[src/rtl/tcm_pmem_guard_pkg.sv]
// Shared constants, entry encodings and the address classifier for the TCM pmem guard.
// ROM sits at offset 0 with RAM directly above it; everything past that span is rejected.
package tcm_pmem_guard_pkg;

  localparam int unsigned TCM_ROM_SIZE_DEF = 16384;
  localparam int unsigned TCM_RAM_SIZE_DEF = 49152;
  localparam int unsigned OUTSTANDING_DEF  = 4;

  localparam int unsigned OFF_W         = 16;
  localparam int unsigned BLOCKED_CNT_W = 16;
  localparam logic [BLOCKED_CNT_W-1:0] BLOCKED_CNT_MAX = '1;

  typedef enum logic {
    ENTRY_FWD   = 1'b0,
    ENTRY_LOCAL = 1'b1
  } entry_e;

  // The offset is widened before comparing so that a span of exactly 64 KiB never matches.
  function automatic logic is_blocked(input logic [OFF_W-1:0] off,
                                      input logic             is_wr,
                                      input int unsigned      rom_size,
                                      input int unsigned      ram_size);
    int unsigned off_u;
    off_u = 32'(off);
    return (is_wr && (off_u < rom_size)) || (off_u >= (rom_size + ram_size));
  endfunction

endpackage

[src/rtl/tcm_pmem_guard_fifo.sv]
// In-order tracking FIFO: one bit per outstanding request (forwarded or local).
// local_pending_o reports whether any occupied slot holds a local entry.
module tcm_pmem_guard_fifo
  import tcm_pmem_guard_pkg::*;
#(
  parameter int unsigned DEPTH = OUTSTANDING_DEF
) (
  input  logic clk_i,
  input  logic rst_i,
  input  logic push_i,
  input  logic pop_i,
  input  logic data_in_i,
  output logic head_o,
  output logic empty_o,
  output logic full_o,
  output logic local_pending_o
);

  localparam int unsigned PTR_W = (DEPTH > 1) ? $clog2(DEPTH) : 1;
  localparam logic [PTR_W:0] DEPTH_CNT = (PTR_W + 1)'(DEPTH);

  logic [PTR_W-1:0] wr_ptr_q, wr_ptr_d;
  logic [PTR_W-1:0] rd_ptr_q, rd_ptr_d;
  logic [PTR_W:0]   count_q, count_d;
  logic [DEPTH-1:0] mem_q, mem_d;
  logic [DEPTH-1:0] valid_q, valid_d;
  logic             push_ok, pop_ok;

  assign empty_o = (count_q == '0);
  assign full_o  = (count_q == DEPTH_CNT);
  assign head_o  = mem_q[rd_ptr_q];
  assign local_pending_o = |(mem_q & valid_q);

  assign push_ok = push_i & ~full_o;
  assign pop_ok  = pop_i & ~empty_o;

  always_comb begin
    wr_ptr_d = wr_ptr_q;
    rd_ptr_d = rd_ptr_q;
    count_d  = count_q;
    mem_d    = mem_q;
    valid_d  = valid_q;
    if (push_ok) begin
      mem_d[wr_ptr_q]   = data_in_i;
      valid_d[wr_ptr_q] = 1'b1;
      wr_ptr_d          = wr_ptr_q + PTR_W'(1);
    end
    if (pop_ok) begin
      valid_d[rd_ptr_q] = 1'b0;
      rd_ptr_d          = rd_ptr_q + PTR_W'(1);
    end
    case ({push_ok, pop_ok})
      2'b10:   count_d = count_q + (PTR_W + 1)'(1);
      2'b01:   count_d = count_q - (PTR_W + 1)'(1);
      default: count_d = count_q;
    endcase
  end

  always_ff @(posedge clk_i or posedge rst_i) begin
    if (rst_i) begin
      wr_ptr_q <= '0;
      rd_ptr_q <= '0;
      count_q  <= '0;
      mem_q    <= '0;
      valid_q  <= '0;
    end else begin
      wr_ptr_q <= wr_ptr_d;
      rd_ptr_q <= rd_ptr_d;
      count_q  <= count_d;
      mem_q    <= mem_d;
      valid_q  <= valid_d;
    end
  end

endmodule

[src/rtl/tcm_pmem_guard.sv]
// Guard between the AXI-to-pmem converter and the TCM pmem port: forwards legal requests,
// answers illegal ones locally with an error, and keeps every response in request order.
module tcm_pmem_guard
  import tcm_pmem_guard_pkg::*;
#(
  parameter int unsigned TCM_ROM_SIZE = TCM_ROM_SIZE_DEF,
  parameter int unsigned TCM_RAM_SIZE = TCM_RAM_SIZE_DEF,
  parameter int unsigned OUTSTANDING  = OUTSTANDING_DEF
) (
  input  logic                     clk_i,
  input  logic                     rst_i,
  input  logic [3:0]               up_wr_i,
  input  logic                     up_rd_i,
  input  logic [7:0]               up_len_i,
  input  logic [31:0]              up_addr_i,
  input  logic [31:0]              up_write_data_i,
  output logic                     up_accept_o,
  output logic                     up_ack_o,
  output logic                     up_error_o,
  output logic [31:0]              up_read_data_o,
  output logic [3:0]               dn_wr_o,
  output logic                     dn_rd_o,
  output logic [7:0]               dn_len_o,
  output logic [31:0]              dn_addr_o,
  output logic [31:0]              dn_write_data_o,
  input  logic                     dn_accept_i,
  input  logic                     dn_ack_i,
  input  logic                     dn_error_i,
  input  logic [31:0]              dn_read_data_i,
  output logic [BLOCKED_CNT_W-1:0] blocked_count_o,
  output logic                     violation_o
);

  logic req, blocked, fwd_ok, push;
  logic fifo_head, fifo_empty, fifo_full, local_pending;
  logic fwd_ack, local_pop, pop;
  logic local_ack_q, local_ack_d;
  logic violation_q, violation_d;
  logic [BLOCKED_CNT_W-1:0] blocked_count_q, blocked_count_d;

  assign req     = up_rd_i | (|up_wr_i);
  assign blocked = is_blocked(up_addr_i[OFF_W-1:0], |up_wr_i, TCM_ROM_SIZE, TCM_RAM_SIZE);

  // Forwarding waits behind any local entry so TCM acks always belong to the FIFO head.
  assign fwd_ok  = ~blocked & ~fifo_full & ~local_pending;

  assign dn_rd_o         = up_rd_i & fwd_ok;
  assign dn_wr_o         = up_wr_i & {4{fwd_ok}};
  assign dn_len_o        = up_len_i;
  assign dn_addr_o       = up_addr_i;
  assign dn_write_data_o = up_write_data_i;

  assign up_accept_o = req & ~rst_i & ~fifo_full & (blocked | (~local_pending & dn_accept_i));
  assign push        = up_accept_o;

  assign fwd_ack   = dn_ack_i & ~fifo_empty & (fifo_head == ENTRY_FWD);
  assign local_pop = ~fifo_empty & (fifo_head == ENTRY_LOCAL) & ~local_ack_q;
  assign pop       = fwd_ack | local_pop;

  tcm_pmem_guard_fifo #(
    .DEPTH (OUTSTANDING)
  ) u_fifo (
    .clk_i           (clk_i),
    .rst_i           (rst_i),
    .push_i          (push),
    .pop_i           (pop),
    .data_in_i       (blocked ? ENTRY_LOCAL : ENTRY_FWD),
    .head_o          (fifo_head),
    .empty_o         (fifo_empty),
    .full_o          (fifo_full),
    .local_pending_o (local_pending)
  );

  assign up_ack_o       = fwd_ack | local_ack_q;
  assign up_error_o     = local_ack_q | (fwd_ack & dn_error_i);
  assign up_read_data_o = fwd_ack ? dn_read_data_i : '0;

  always_comb begin
    local_ack_d     = local_pop;
    violation_d     = violation_q | (dn_ack_i & ~fwd_ack);
    blocked_count_d = blocked_count_q;
    if (push && blocked && (blocked_count_q != BLOCKED_CNT_MAX)) begin
      blocked_count_d = blocked_count_q + BLOCKED_CNT_W'(1);
    end
  end

  always_ff @(posedge clk_i or posedge rst_i) begin
    if (rst_i) begin
      local_ack_q     <= 1'b0;
      violation_q     <= 1'b0;
      blocked_count_q <= '0;
    end else begin
      local_ack_q     <= local_ack_d;
      violation_q     <= violation_d;
      blocked_count_q <= blocked_count_d;
    end
  end

  assign blocked_count_o = blocked_count_q;
  assign violation_o     = violation_q;

endmodule

[config.mk]
export PLATFORM = sky130hd
export DESIGN_NAME = tcm_pmem_guard
export DESIGN_NICKNAME = d
export VERILOG_FILES = /design/src/rtl/tcm_pmem_guard_pkg.sv /design/src/rtl/tcm_pmem_guard_fifo.sv /design/src/rtl/tcm_pmem_guard.sv
export SDC_FILE = /design/constraint.sdc
export NUM_CORES = 1
export LEC_CHECK = 0
export ABC_CLOCK_PERIOD_IN_PS = 6600
export CORE_AREA = 3 3 94 96
export DETAILED_ROUTE_END_ITERATION = 8
export DIE_AREA = 0 0 97 99
export PLACE_DENSITY = 0.82
export SLEW_MARGIN = 20
export SYNTH_ARGS = -nofsm -noshare
export SYNTH_HDL_FRONTEND = slang
export SYNTH_SLANG_ARGS = --single-unit
[constraint.sdc]
create_clock -name clk_i -period 6.6 [get_ports clk_i]
set_clock_uncertainty 0.1 [all_clocks]
set_input_delay 0.66 -clock clk_i [delete_from_list [all_inputs] [get_ports clk_i]]
set_output_delay 0.66 -clock clk_i [all_outputs]
set_load 0.02 [all_outputs]
# Yosys cells after proc, flatten, opt, wreduce, memory -nomap -nowiden
# Cells that the tools add are included.
[word_totals]
ff_bits = 33
inputBits = 114
out_inout_bits = 129
word_cells = 77
[classes]
add_sub_neg = 5
n_lt_le_gt_ge = 5
eq_ne = 4
mux = 12
n_bitwise = 34
n_reduce_logical = 9
[op_table]
columns = ["op", "count"]
rows = [
  ["32-bit two-way mux", 1],
  ["16-bit by 1-bit adder with 16-bit output (second input constant)", 1],
  ["16-bit by 15-bit less-than comparator with 1-bit output (second input constant)", 1],
  ["16-bit inequality test (second input constant)", 1],
  ["1-bit bitwise AND", 15],
  ["4-bit bitwise AND", 3],
  ["4-bit two-way mux", 2],
  ["1-bit NOT", 8],
  ["4-bit OR reduction", 2],
  ["2-bit by 3-bit less-than comparator with 1-bit output (second input constant)", 2],
  ["1-bit bitwise OR", 6],
  ["3-bit one-hot mux with 2 select lines", 1],
  ["1-bit logical AND", 5],
  ["2-bit by 1-bit adder with 2-bit output (second input constant)", 2],
  ["4-bit bitwise mux", 1],
  ["1-bit demux with 2-bit select", 2],
  ["2-bit by 1-bit greater-or-equal comparator with 1-bit output (second input constant)", 2],
  ["1-bit two-way mux", 4],
  ["4-bit NOT", 1],
  ["4-bit bitwise OR", 1],
  ["3-bit by 1-bit adder with 3-bit output (second input constant)", 1],
  ["3-bit == test (second input constant)", 1],
  ["3-bit zero test", 1],
  ["3-bit by 1-bit subtractor with 3-bit output (second input constant)", 1],
  ["4 further kinds", 4],
]

# Logic depth before layout (Yosys ltp)
# Gate-level depths: netlist of run 1.
[logic_depth]
depth_word = 10
ltp_mapped = 10
mapped_depth_nobuf = 10

# By module
# From an unflattened synthesis of run 1, not the netlist that was laid out.
[unflattened]
cells_unflattened = 272
area_unflattened_um2 = 2597.5
[modules_own_cells]
columns = ["mod", "instances", "cells_each", "area_per_inst_um2", "seq_area_each_um2"]
rows = [
  ["tcm_pmem_guard", 1, 205, 1767.9, 450.4],
  ["tcm_pmem_guard_fifo", 1, 67, 829.5, 375.4],
]

# Worst setup path after synthesis of run 1
# No wires, ideal clock.
[synth_timing]
kind = "input port to flip-flop"
startpoint = "input port rst_i"
endpoint = "register u_fifo.count_q[2]"
setup_ps = 125
arrival_ps = 2912
required_ps = 6375
slack_ps = 3463
path_stages = 10
n_path_buf = 0
path_cell_list = "inv_1 nand4_1 o21ai_2 inv_1 ha_1 inv_1 fa_1 xor2_1 nor2_1 xor2_1"
[synth_between]
elab_chain_len = 7
word_cells_on_any_way = 9
classes_between = "eq/ne (2); mux (1); bitwise (5); reduce/logical (1)"
[synth_lines]
columns = ["item", "line_no", "text"]
rows = [
  ["start: declaration", "tcm_pmem_guard.sv:11", "input logic rst_i,"],
  ["1-bit NOT *", "tcm_pmem_guard.sv:53", "assign up_accept_o = req & ~rst_i & ~fifo_full & (blocked | (~local_pending & dn_accept_i));"],
  ["1-bit bitwise AND * (3 in a row)", "tcm_pmem_guard.sv:53", ""],
  ["net up_accept_o", "tcm_pmem_guard.sv:17", "output logic up_accept_o,"],
  ["1-bit bitwise AND *", "tcm_pmem_guard_fifo.sv:34", "assign push_ok = push_i & ~full_o;"],
  ["2-bit by 1-bit == test with 1-bit output or 2-bit == test (tied branches)", "tcm_pmem_guard_fifo.sv:52", "case ({push_ok, pop_ok})"],
  ["3-bit one-hot mux with 2 select lines or 2-bit nonzero test (tied branches)", "--", ""],
  ["end signal: assignment", "tcm_pmem_guard_fifo.sv:69", "count_q <= count_d;"],
  ["end: declaration", "tcm_pmem_guard_fifo.sv:24", "logic [PTR_W:0] count_q, count_d;"],
]
# Mark *: on every way through the listed nets, which the timed path passes. The rest lies on a longest branch.
# A chain may end at the register's enable or synchronous reset.

# Final worst setup path of run 1
[layout_timing]
startpoint = "register u_fifo.rd_ptr_q[0]"
endpoint = "output port up_read_data_o[6]"
[layout_between]
elab_chain_len = 5
[layout_lines]
columns = ["item", "line_no", "text"]
rows = [
  ["start: declaration", "tcm_pmem_guard_fifo.sv:23", "logic [PTR_W-1:0] rd_ptr_q, rd_ptr_d;"],
  ["start signal: assignment", "tcm_pmem_guard_fifo.sv:68", "rd_ptr_q <= rd_ptr_d;"],
  ["1-bit binary-select mux with 2-bit select", "tcm_pmem_guard_fifo.sv:31", "assign head_o = mem_q[rd_ptr_q];"],
  ["1-bit two-way mux (not written as such)", "tcm_pmem_guard_fifo.sv:31", ""],
  ["1-bit NOT", "tcm_pmem_guard.sv:56", "assign fwd_ack = dn_ack_i & ~fifo_empty & (fifo_head == ENTRY_FWD);"],
  ["1-bit bitwise AND", "tcm_pmem_guard.sv:56", ""],
  ["32-bit two-way mux", "tcm_pmem_guard.sv:76", "assign up_read_data_o = fwd_ack ? dn_read_data_i : '0;"],
  ["end: declaration", "tcm_pmem_guard.sv:20", "output logic [31:0] up_read_data_o,"],
]
# No other way between the ends. The select of a mux whose other input is x is not followed.

==> run_results.csv, run 1 <==
group,metric,value,unit
global_routing,grt_pass1_vias,1981,
cts,ctsResizeCount,0,
cts,cts_buffers,5,
global_routing,antenna_found_initial,0,
timing,hold_viol,0,
setup_path,cpLargestDelayFamily,"simple AND/OR/NAND/NOR gates",
cells_and_area,nets,422,
floorplanning,die_x,97,um
routing,drtAntennaViolNets,0,
yosys,netlist_instances,264,
cts,tritoncts,"yes",
timing,setup_slack,2.87,ns
yosys,syn-num-nets,389,
floorplanning,core-area,0.00813,mm^2
placed_design,dpl_worst_slack,2.97,ns
routing,drt_iter0_markers,127,
timing,rsz0062_at_grt,"no",
setup_path,crit_arrival,2.97,ns
placed_design,finalWeightedCongestion,0.905,
yosys,ys.flop_type,"dfrtp_1",
floorplanning,dieHeight,99,um
routing,drt-pass1-iter-count,4,
yosys,yosysTopAreaCellShare,33.2,%
placed_design,dp_hpwl,5.96,mm
global_routing,grt_max_degree,37,
timing,post-route-min-period,3.73,ns
global_routing,grt-ovfl-total,0,
yosys,synth_area_leaders,"dfrtp_1 33%, buf_4 22%, and2_1 9.6%, ha_1 5.0%, xnor2_1 4.9%",
routing,via_count,1897,
setup_path,cp.required,5.84,ns
yosys,synth.avg_cell_area,9.41,um^2
yosys,synth-seq-area-share,33.2,%
global_routing,grt_first_pass_wirelength,11.4,mm
setup_path,cp_max_fo,35,
yosys,ys_warn_count,0,
floorplanning,start_util,30.5,%
setup_path,cp-start-kind,"flop",
timing,maxSlewViolCount,0,
cells_and_area,fin_area,0.00320,mm^2
routing,post-route-drc-count,0,
placed_design,numPortBuffers,102,
cts,clk_latency,0.29,ns
pwr,leakage,1.32,nW
cts,post_cts_buffers,0,
min_path,hold_class,"flop to flop",
global_routing,grt_usage,15.4,%
pwr,power_per_cell_area,392,mW/mm^2
yosys,synth-edff-count,0,
cts,htreeDepth,2,
timing,hold_ws,0.369,ns
floorplanning,io_pins,243,
yosys,netlist_area,0.00248,mm^2
routing,via_per_inst,4.71,
floorplanning,fp.dieArea,0.00960,mm^2
timing,max_freq,0.268,GHz
cts,cts.sinks,33,
timing,setup_tns,0,ns
floorplanning,rows,33,
yosys,ys_ff_latch,33,
cells_and_area,n_antenna_cell,0,
setup_path,cp_cell_sequence,"mux4_2 > nor3b_4 > and2_1 > clkdlybuf4s50_1",
cts,cts_hold_buf,0,
timing,setup_viol,0,
cells_and_area,layout.core_utilization,39.3,%
timing,worst_pin_slew,0.905,ns
routing,post_drt_wl_per_cell,18.5,um
setup_path,critPathKind,"flop to output pin",
cts,cts.root.buffer_cell,"clkbuf_8",
pwr,worst_ir_drop_vdd,0.000179,V
setup_path,cpPeakStageDelay,0.77,ns
setup_path,cp-end-kind,"output pin",
cells_and_area,area_growth,28.7,%
yosys,ys_types,38,
status,status,"finished clean",
setup_path,cp_slowest_cell,"nor3b_4",
cells_and_area,drive_gt1_share,6.38,%
yosys,yosysTopAreaCell,"dfrtp_1",
placed_design,place_area,0.00308,mm^2
setup_path,path_buf_inv,1,
timing,relSlewSlack,39.6,%
timing,period_share,56.6,%
job,drv_cap,0,
cts,clk_pin_slew,0.07,ns
routing,routed_wirelength,7.45,mm
cts,cts.path.max_buffers,2,
yosys,synthArstFlopShare,100,%
where the power goes:
part	total, mW	internal, mW	switching [mW]
combinational	0.724	0.348	0.376
sequential	0.327	0.267	0.0601
clock	0.202	0.123	0.0791
total	1.25	0.738	0.515
state kept, by name (all words and copies together), names as in the netlist:
signal and cells:
blocked_count_o 16, local_ack_q 1, u_fifo.count_q 3, u_fifo.mem_q 4, u_fifo.rd_ptr_q 2, u_fifo.valid_q 4, u_fifo.wr_ptr_q 2, violation_o 1
metal layers:
| layer | track usage, % | vias to the layer above | share of wire [%] |
|---|---|---|---|
| li1 | - | 865 | - |
| met1 | 17.9 | 900 | 40 |
| met2 | 25.6 | 108 | 49 |
| met3 | 6.65 | 24 | 10 |
| met4 | 4.75 | 0 | 1.6 |
| met5 | 0 | - | 0 |
logic make-up (layout without fill, tap and decap cells):
logic type | count (synthesis) | in the layout | synth area share [%]
adders and majority gates | 11 | 11 | 5.84
and+or+nand+nor | 89 | 89 | 22.4
DFF | 33 | 33 | 33.2
xor gates and xnor gates | 20 | 20 | 7.05
AOI/OAI and AO/OA | 22 | 22 | 5.59
muxes | 3 | 3 | 1.76
buffers and inverters | 86 | 120 | 24.2
layout by cell type (no fill, tap or decap), types with 2 or more instances in the layout:
cell type and instances:
a21oi_1 9, a22o_1 4, a22oi_1 2, and2_1 38
and3_1 4, clkbuf_8 6, clkdlybuf4s50_1 102, dfrtp_1 33
ha_1 10, inv_1 9, nand2_1 6, nand3_1 10
nand4_1 9, nor2_1 8, nor3_1 3, o21ai_0 3
xnor2_1 14, xor2_1 6
through the flow:
stage,total power [mW],cells
finish,1.25,403
global placement,1.03,395
CTS,1.26,403
detailed placement,1.05,395
floorplan,0.837,264
global route,1.34,403
path summary, 6_finish.rpt:
check | from | to | slack, ns | cells past startpoint
setup / recovery | u_fifo.rd_ptr_q[0] | up_read_data_o[6] | 2.87 | 4
hold / removal | violation_o | violation_o | 0.37 | 1
setup reg to reg | u_fifo.rd_ptr_q[0] | u_fifo.count_q[2] | 3.18 | 9
hold reg to reg | violation_o | violation_o | 0.37 | 1
max in group asynchronous | rst_i | blocked_count_o[10] | 5.35 | 3
min in group asynchronous | rst_i | u_fifo.count_q[1] | 0.73 | 3
synthesized netlist by cell type, types with 2 or more instances:
| cell type | n |
|---|---|
| buf_4 | 72 |
| xnor2_1 | 14 |
| clkbuf_1 | 4 |
| and2_1 | 38 |
| nor2_1 | 8 |
| xor2_1 | 6 |
| a21oi_1 | 9 |
| ha_1 | 10 |
| a22o_1 | 4 |
| nand3_1 | 10 |
| nand2_1 | 6 |
| dfrtp_1 | 33 |
| o21ai_0 | 3 |
| and3_1 | 4 |
| nand4_1 | 9 |
| nor3_1 | 3 |
| inv_1 | 9 |
| a22oi_1 | 2 |
cell type report:
class / count / area [um^2]
clock buffer: 6 / 82.6
timing repair buffer: 103 / 1030
clock inverter: 2 / 37.5
tap: 105 / 131
fill: 784 / 4940
inverter: 9 / 33.8
sequential: 33 / 826
multi-input combinational: 145 / 1060
Power figures use the tool's default switching activity.
==> run 2: changes to the inputs <==
--- a/config.mk
+++ b/config.mk
@@ -5,11 +5,11 @@
 export SDC_FILE = /design/constraint.sdc
 export NUM_CORES = 1
 export LEC_CHECK = 0
-export ABC_CLOCK_PERIOD_IN_PS = 6600
-export CORE_AREA = 3 3 94 96
+export ABC_CLOCK_PERIOD_IN_PS = 3300
+export CORE_MARGIN = 3
+export CORE_UTILIZATION = 27
 export DETAILED_ROUTE_END_ITERATION = 8
-export DIE_AREA = 0 0 97 99
-export PLACE_DENSITY = 0.82
+export PLACE_DENSITY = 0.77
 export SLEW_MARGIN = 20
 export SYNTH_ARGS = -nofsm -noshare
 export SYNTH_HDL_FRONTEND = slang
==> constraint.sdc (replaced) <==
create_clock -name clk_i -period 3.3 [get_ports clk_i]
set_clock_uncertainty 0.1 [all_clocks]
set_input_delay 0.33 -clock clk_i [delete_from_list [all_inputs] [get_ports clk_i]]
set_output_delay 0.33 -clock clk_i [all_outputs]
set_load 0.02 [all_outputs]
==> run 2 against run 1 <==
Net effect:
- clock-buffer cell count fell by 1
- die area rose by 8.2%
- sequential power up 100%
==> run_results.csv, run 2 (synthesis gave the netlist of run 1 again) <==
group,metric,value,unit
global_routing,grt_first_pass_wirelength,8.87,mm
timing,worst_pin_slew,0.544,ns
routing,via_count,1798,
cells_and_area,n_antenna_cell,0,
global_routing,grt_max_degree,35,
pwr,leakage,1.33,nW
pwr,worst_ir_drop_vdd,0.000235,V
floorplanning,die_x,102,um
global_routing,grt_use_met1,13.5,%
cts,clk_pin_slew,0.07,ns
job,drv_cap,0,
floorplanning,dieHeight,102,um
routing,post-route-drc-count,0,
cells_and_area,fillerInstances,899,
cells_and_area,drive_gt1_share,7.00,%
routing,drtAntennaViolNets,0,
global_routing,grt.met2_usage,16.3,%
routing,drt-pass1-iter-count,4,
timing,setup_viol,0,
global_routing,antenna_found_initial,0,
cts,cts_hold_buf,0,
cts,cts.root.buffer_cell,"clkbuf_8",
cts,htreeDepth,2,
setup_path,cp_max_fo,34,
routing,drt_iter0_markers,38,
timing,rsz0062_at_grt,"no",
cells_and_area,mostFrequentLayoutCell,"clkdlybuf4s50_1",
cells_and_area,largest_reg_flops,16,
global_routing,grt_pass1_vias,1757,
cells_and_area,nets,424,
global_routing,grt-busiest-layer,"met2",
placed_design,finalWeightedCongestion,0.744,
floorplanning,core-area,0.00885,mm^2
cells_and_area,layout.core_utilization,36.3,%
timing,maxSlewViolCount,0,
cts,cts.sinks,33,
floorplanning,fp.dieArea,0.0104,mm^2
setup_path,reg2reg_depth,9,
placed_design,numPortBuffers,102,
floorplanning,rows,34,
routing,routed_wirelength,6.10,mm
global_routing,grt-ovfl-total,0,
setup_path,cp-start-kind,"flop",
global_routing,met3_usage,3.48,%
cts,clk_latency,0.28,ns
timing,max_freq,0.329,GHz
timing,setup_tns,0,ns
routing,via_per_inst,4.41,
floorplanning,start_util,28.1,%
timing,post-route-min-period,3.04,ns
cells_and_area,area_growth,29.3,%
setup_path,cp.required,2.87,ns
placed_design,dp_hpwl,4.88,mm
cts,cts_buffers,5,
timing,period_share,92.0,%
setup_path,cp-end-kind,"output pin",
cts,post_cts_buffers,0,
routing,post_drt_wl_per_cell,14.9,um
timing,hold_viol,0,
cts,tritoncts,"yes",
cts,ctsResizeCount,0,
setup_path,critPathKind,"flop to output pin",
cts,cts.path.max_buffers,2,
cells_and_area,final_cell_mix,"102 x clkdlybuf4s50_1, 38 x and2_1, 33 x dfrtp_1, 14 x xnor2_1",
status,status,"finished clean",
setup_path,crit_arrival,2.61,ns
global_routing,grt_usage,10.5,%
floorplanning,io_pins,243,
min_path,hold_class,"input port to async pin",
pwr,power_per_cell_area,776,mW/mm^2
timing,relSlewSlack,63.4,%
## run 2: critical path: stages (launching register included)
cell	delay [ns]
dfrtp_1	0.43
mux4_2	0.58
nor3b_4	0.19
buf_4	0.30
and2_1	0.21
clkdlybuf4s50_1	0.61
## run 2: final timing paths
| path | from | endpoint | slack (ns) |
|---|---|---|---|
| worst min register to register | violation_o | violation_o | 0.37 |
| max in group asynchronous | rst_i | blocked_count_o[9] | 2.25 |
| worst min-delay path | rst_i | violation_o | 0.24 |
| worst max register to register | u_fifo.rd_ptr_q[0] | u_fifo.count_q[2] | 0.53 |
| min in group clk_i | violation_o | violation_o | 0.37 |
| worst max-delay path | u_fifo.rd_ptr_q[0] | up_read_data_o[17] | 0.26 |
## run 2: final cells by class
type                    count  area (um^2)  area share [%]
clock buffers               5         68.8            2.14
repair buffers            105         1040            32.5
inverters                   9         33.8            1.05
flip-flops and latches     33          826            25.7
multi-input cells         145         1060            33.0
well taps                 108          135            4.21
clock inverters             3         46.3            1.44
## run 2: stage by stage
| stage | std cells | power [mW] | instance area [um^2] | hold slack [ns] | setup WS (ns) |
|---|---|---|---|---|---|
| CTS | 408 | 2.52 | 3210 | 0.238 | 0.255 |
| global placement | 400 | 2.07 | 3100 | 0.348 | 0.269 |
| finish | 408 | 2.49 | 3210 | 0.239 | 0.264 |
| detailed placement | 400 | 2.13 | 3100 | 0.351 | 0.130 |
| global route | 408 | 2.66 | 3210 | 0.251 | 0.156 |
| floorplan | 264 | 1.67 | 2480 | 0.333 | 0.493 |
## run 2: metal layers
metal	vias up	share of wire, %
met5	-	0
li1	864	-
met1	854	42
met3	24	7.3
met2	56	48
met4	0	2.0
## run 2: power by group
group	switching, mW	internal, mW
Combinational	0.753	0.703
Sequential	0.126	0.534
Clock	0.151	0.226
Total	1.03	1.46
==> run 3: changes to the inputs <==
--- a/config.mk
+++ b/config.mk
@@ -6,11 +6,15 @@
 export NUM_CORES = 1
 export LEC_CHECK = 0
 export ABC_CLOCK_PERIOD_IN_PS = 3300
+export CELL_PAD_IN_SITES_DETAIL_PLACEMENT = 0
+export CELL_PAD_IN_SITES_GLOBAL_PLACEMENT = 1
+export CORE_ASPECT_RATIO = 1.25
 export CORE_MARGIN = 3
-export CORE_UTILIZATION = 27
+export CORE_UTILIZATION = 18
 export DETAILED_ROUTE_END_ITERATION = 8
-export PLACE_DENSITY = 0.77
+export PLACE_DENSITY_LB_ADDON = 0.1
 export SLEW_MARGIN = 20
 export SYNTH_ARGS = -nofsm -noshare
 export SYNTH_HDL_FRONTEND = slang
 export SYNTH_SLANG_ARGS = --single-unit
+export TNS_END_PERCENT = 20
==> run 3 against run 2 <==
Net effect:
- power rose by 7.5%
- sequential share of layout area decreased by 1.1 points
- core utilization shrank 11 points
- die area grew 47%
- fmax rose by 1.2%
- global-route usage shrank 1.2 points
- register-to-register slack got worse by 0.05 ns
- clock-buffer cell count rose by 2
- cell count grew 16%
- routed wire length rose by 13%
- critical path depth did not move
- critical path type unchanged
- critical endpoint is now up_read_data_o[2]
- highest routed layer unchanged
==> run_results.csv, run 3 (synthesis gave the netlist of run 1 again) <==
group,metric,value,unit
setup_path,cp_slowest_cell,"clkdlybuf4s50_1",
cts,htreeDepth,2,
timing,setup_tns,0,ns
cells_and_area,n_antenna_cell,0,
floorplanning,fp.dieArea,0.0153,mm^2
routing,routed_wirelength,6.88,mm
timing,post-route-min-period,3.00,ns
timing,relSlewSlack,62.7,%
cts,tritoncts,"yes",
cells_and_area,mostFrequentLayoutCell,"clkdlybuf4s50_1",
setup_path,cp-start-kind,"flop",
global_routing,grt_usage,9.27,%
cts,clk_latency,0.28,ns
setup_path,path_depth,5,
cts,cts.sinks,33,
placed_design,place_area,0.00318,mm^2
setup_path,cpLargestDelayFamily,"buffers and inverters",
setup_path,cpPeakStageDelay,0.61,ns
cts,cts_buffers,5,
setup_path,cp.required,2.87,ns
routing,via_count,1882,
global_routing,grt_max_degree,35,
cells_and_area,drive_gt1_share,6.98,%
setup_path,path_buf_inv,2,
cts,cts.root.buffer_cell,"clkbuf_16",
status,status,"finished clean",
setup_path,cp-end-kind,"output pin",
timing,rsz0062_at_grt,"no",
pwr,total_power,2.68,mW
cells_and_area,fillerInstances,1430,
timing,setup_slack,0.299,ns
min_path,hold_class,"flop to flop",
floorplanning,core-area,0.0133,mm^2
routing,drtAntennaViolNets,0,
setup_path,crit_arrival,2.57,ns
timing,hold_viol,0,
timing,setup_viol,0,
pwr,worst_ir_drop_vdd,0.000394,V
floorplanning,dieHeight,137,um
routing,drt_iter0_markers,70,
setup_path,cp_cell_sequence,"mux4_2 > nor3b_4 > buf_4 > and2_1 > clkdlybuf4s50_1",
floorplanning,io_pins,243,
timing,period_share,91.0,%
placed_design,dp_hpwl,5.57,mm
pwr,leakage,1.36,nW
timing,hold_ws,0.373,ns
setup_path,reg2reg_depth,9,
timing,maxSlewViolCount,0,
placed_design,dpl_worst_slack,0.244,ns
cts,ctsResizeCount,0,
cells_and_area,fin_area,0.00336,mm^2
setup_path,critPathKind,"flop to output pin",
job,drv_cap,0,
cells_and_area,nets,425,
placed_design,numPortBuffers,102,
routing,via_per_inst,3.99,
cts,cts.path.max_buffers,2,
cells_and_area,area_growth,35.0,%
cts,clk_pin_slew,0.06,ns
timing,max_freq,0.333,GHz
placed_design,finalWeightedCongestion,0.690,
global_routing,grt_first_pass_wirelength,11.1,mm
cells_and_area,largest_reg_flops,16,
cts,cts_hold_buf,0,
setup_path,r2r_slack,0.48,ns
global_routing,antenna_found_initial,0,
routing,post-route-drc-count,0,
floorplanning,start_util,18.6,%
setup_path,crit_start,"u_fifo.rd_ptr_q[0]",
routing,drt-pass1-iter-count,4,
setup_path,cp-endpoint,"up_read_data_o[2]",
setup_path,rr_startpoint,"u_fifo.rd_ptr_q[0]",
global_routing,grt_pass1_vias,1957,
routing,post_drt_wl_per_cell,14.6,um
timing,worst_pin_slew,0.556,ns
cts,post_cts_buffers,0,
setup_path,cp_max_fo,34,
floorplanning,die_x,111,um
pwr,power_per_cell_area,798,mW/mm^2
cells_and_area,final_cell_mix,"102 x clkdlybuf4s50_1, 38 x and2_1, 33 x dfrtp_1, 14 x xnor2_1",
setup_path,r2r_end,"u_fifo.count_q[2]",
global_routing,grt-ovfl-total,0,
floorplanning,rows,47,
run 3: cell count changes in the layout (fill, tap and decap cells not counted):
cell / previous run / this run
buf_4: 3 / 4
clkbuf_16: 0 / 5
clkinv_4: 1 / 0
clkbuf_1: 0 / 1
clkinvlp_4: 1 / 0
clkbuf_8: 5 / 1
run 3: worst min path at each step:
stage / cells past startpoint / startpoint / to / slack, ns
global placement: 1 / violation_o / violation_o / 0.37
floorplan: 1 / local_ack_q / local_ack_q / 0.33
global route: 1 / violation_o / violation_o / 0.41
detailed placement: 1 / violation_o / violation_o / 0.37
CTS: 3 / rst_i / blocked_count_o[1] / 0.38
finish: 1 / violation_o / violation_o / 0.37
run 3: area by class of cell:
| type | count | area, um^2 | area share [%] |
|---|---|---|---|
| well taps | 171 | 214 | 6.38 |
| clock inverters | 1 | 30.0 | 0.895 |
| multi-input cells | 145 | 1060 | 31.5 |
| repair buffers | 106 | 1050 | 31.3 |
| clock buffers | 7 | 143 | 4.25 |
| flip-flops and latches | 33 | 826 | 24.6 |
| inverters | 9 | 33.8 | 1.01 |
run 3: worst reg2reg max path: stages, from the launching register on:
cell and delay [ns]:
dfrtp_1 0.42, mux4_2 0.58, nor3b_4 0.20, or2_1 0.34, ha_1 0.26, inv_1 0.06
fa_1 0.37, xor2_1 0.15, nor2_1 0.11, xor2_1 0.14
run 3: per-layer routing:
metal,track usage [%],part of all wire [%]
met4,4.73,3.4
met3,3.69,10
met2,15.4,45
met1,10.4,41
met5,0,0
run 3: through the flow:
step | utilization, % | cells
CTS | 25.1 | 472
detailed placement | 23.8 | 464
global route | 25.1 | 472
global placement | 23.8 | 464
finish | 25.1 | 472
floorplan | - | 264
run 3: power breakdown:
part | internal (mW) | leakage (nW) | switching, mW | total, mW
registers | 0.535 | 0.421 | 0.121 | 0.656
clock network | 0.377 | 0.0841 | 0.177 | 0.554
logic | 0.708 | 0.858 | 0.760 | 1.47
total | 1.62 | 1.36 | 1.06 | 2.68
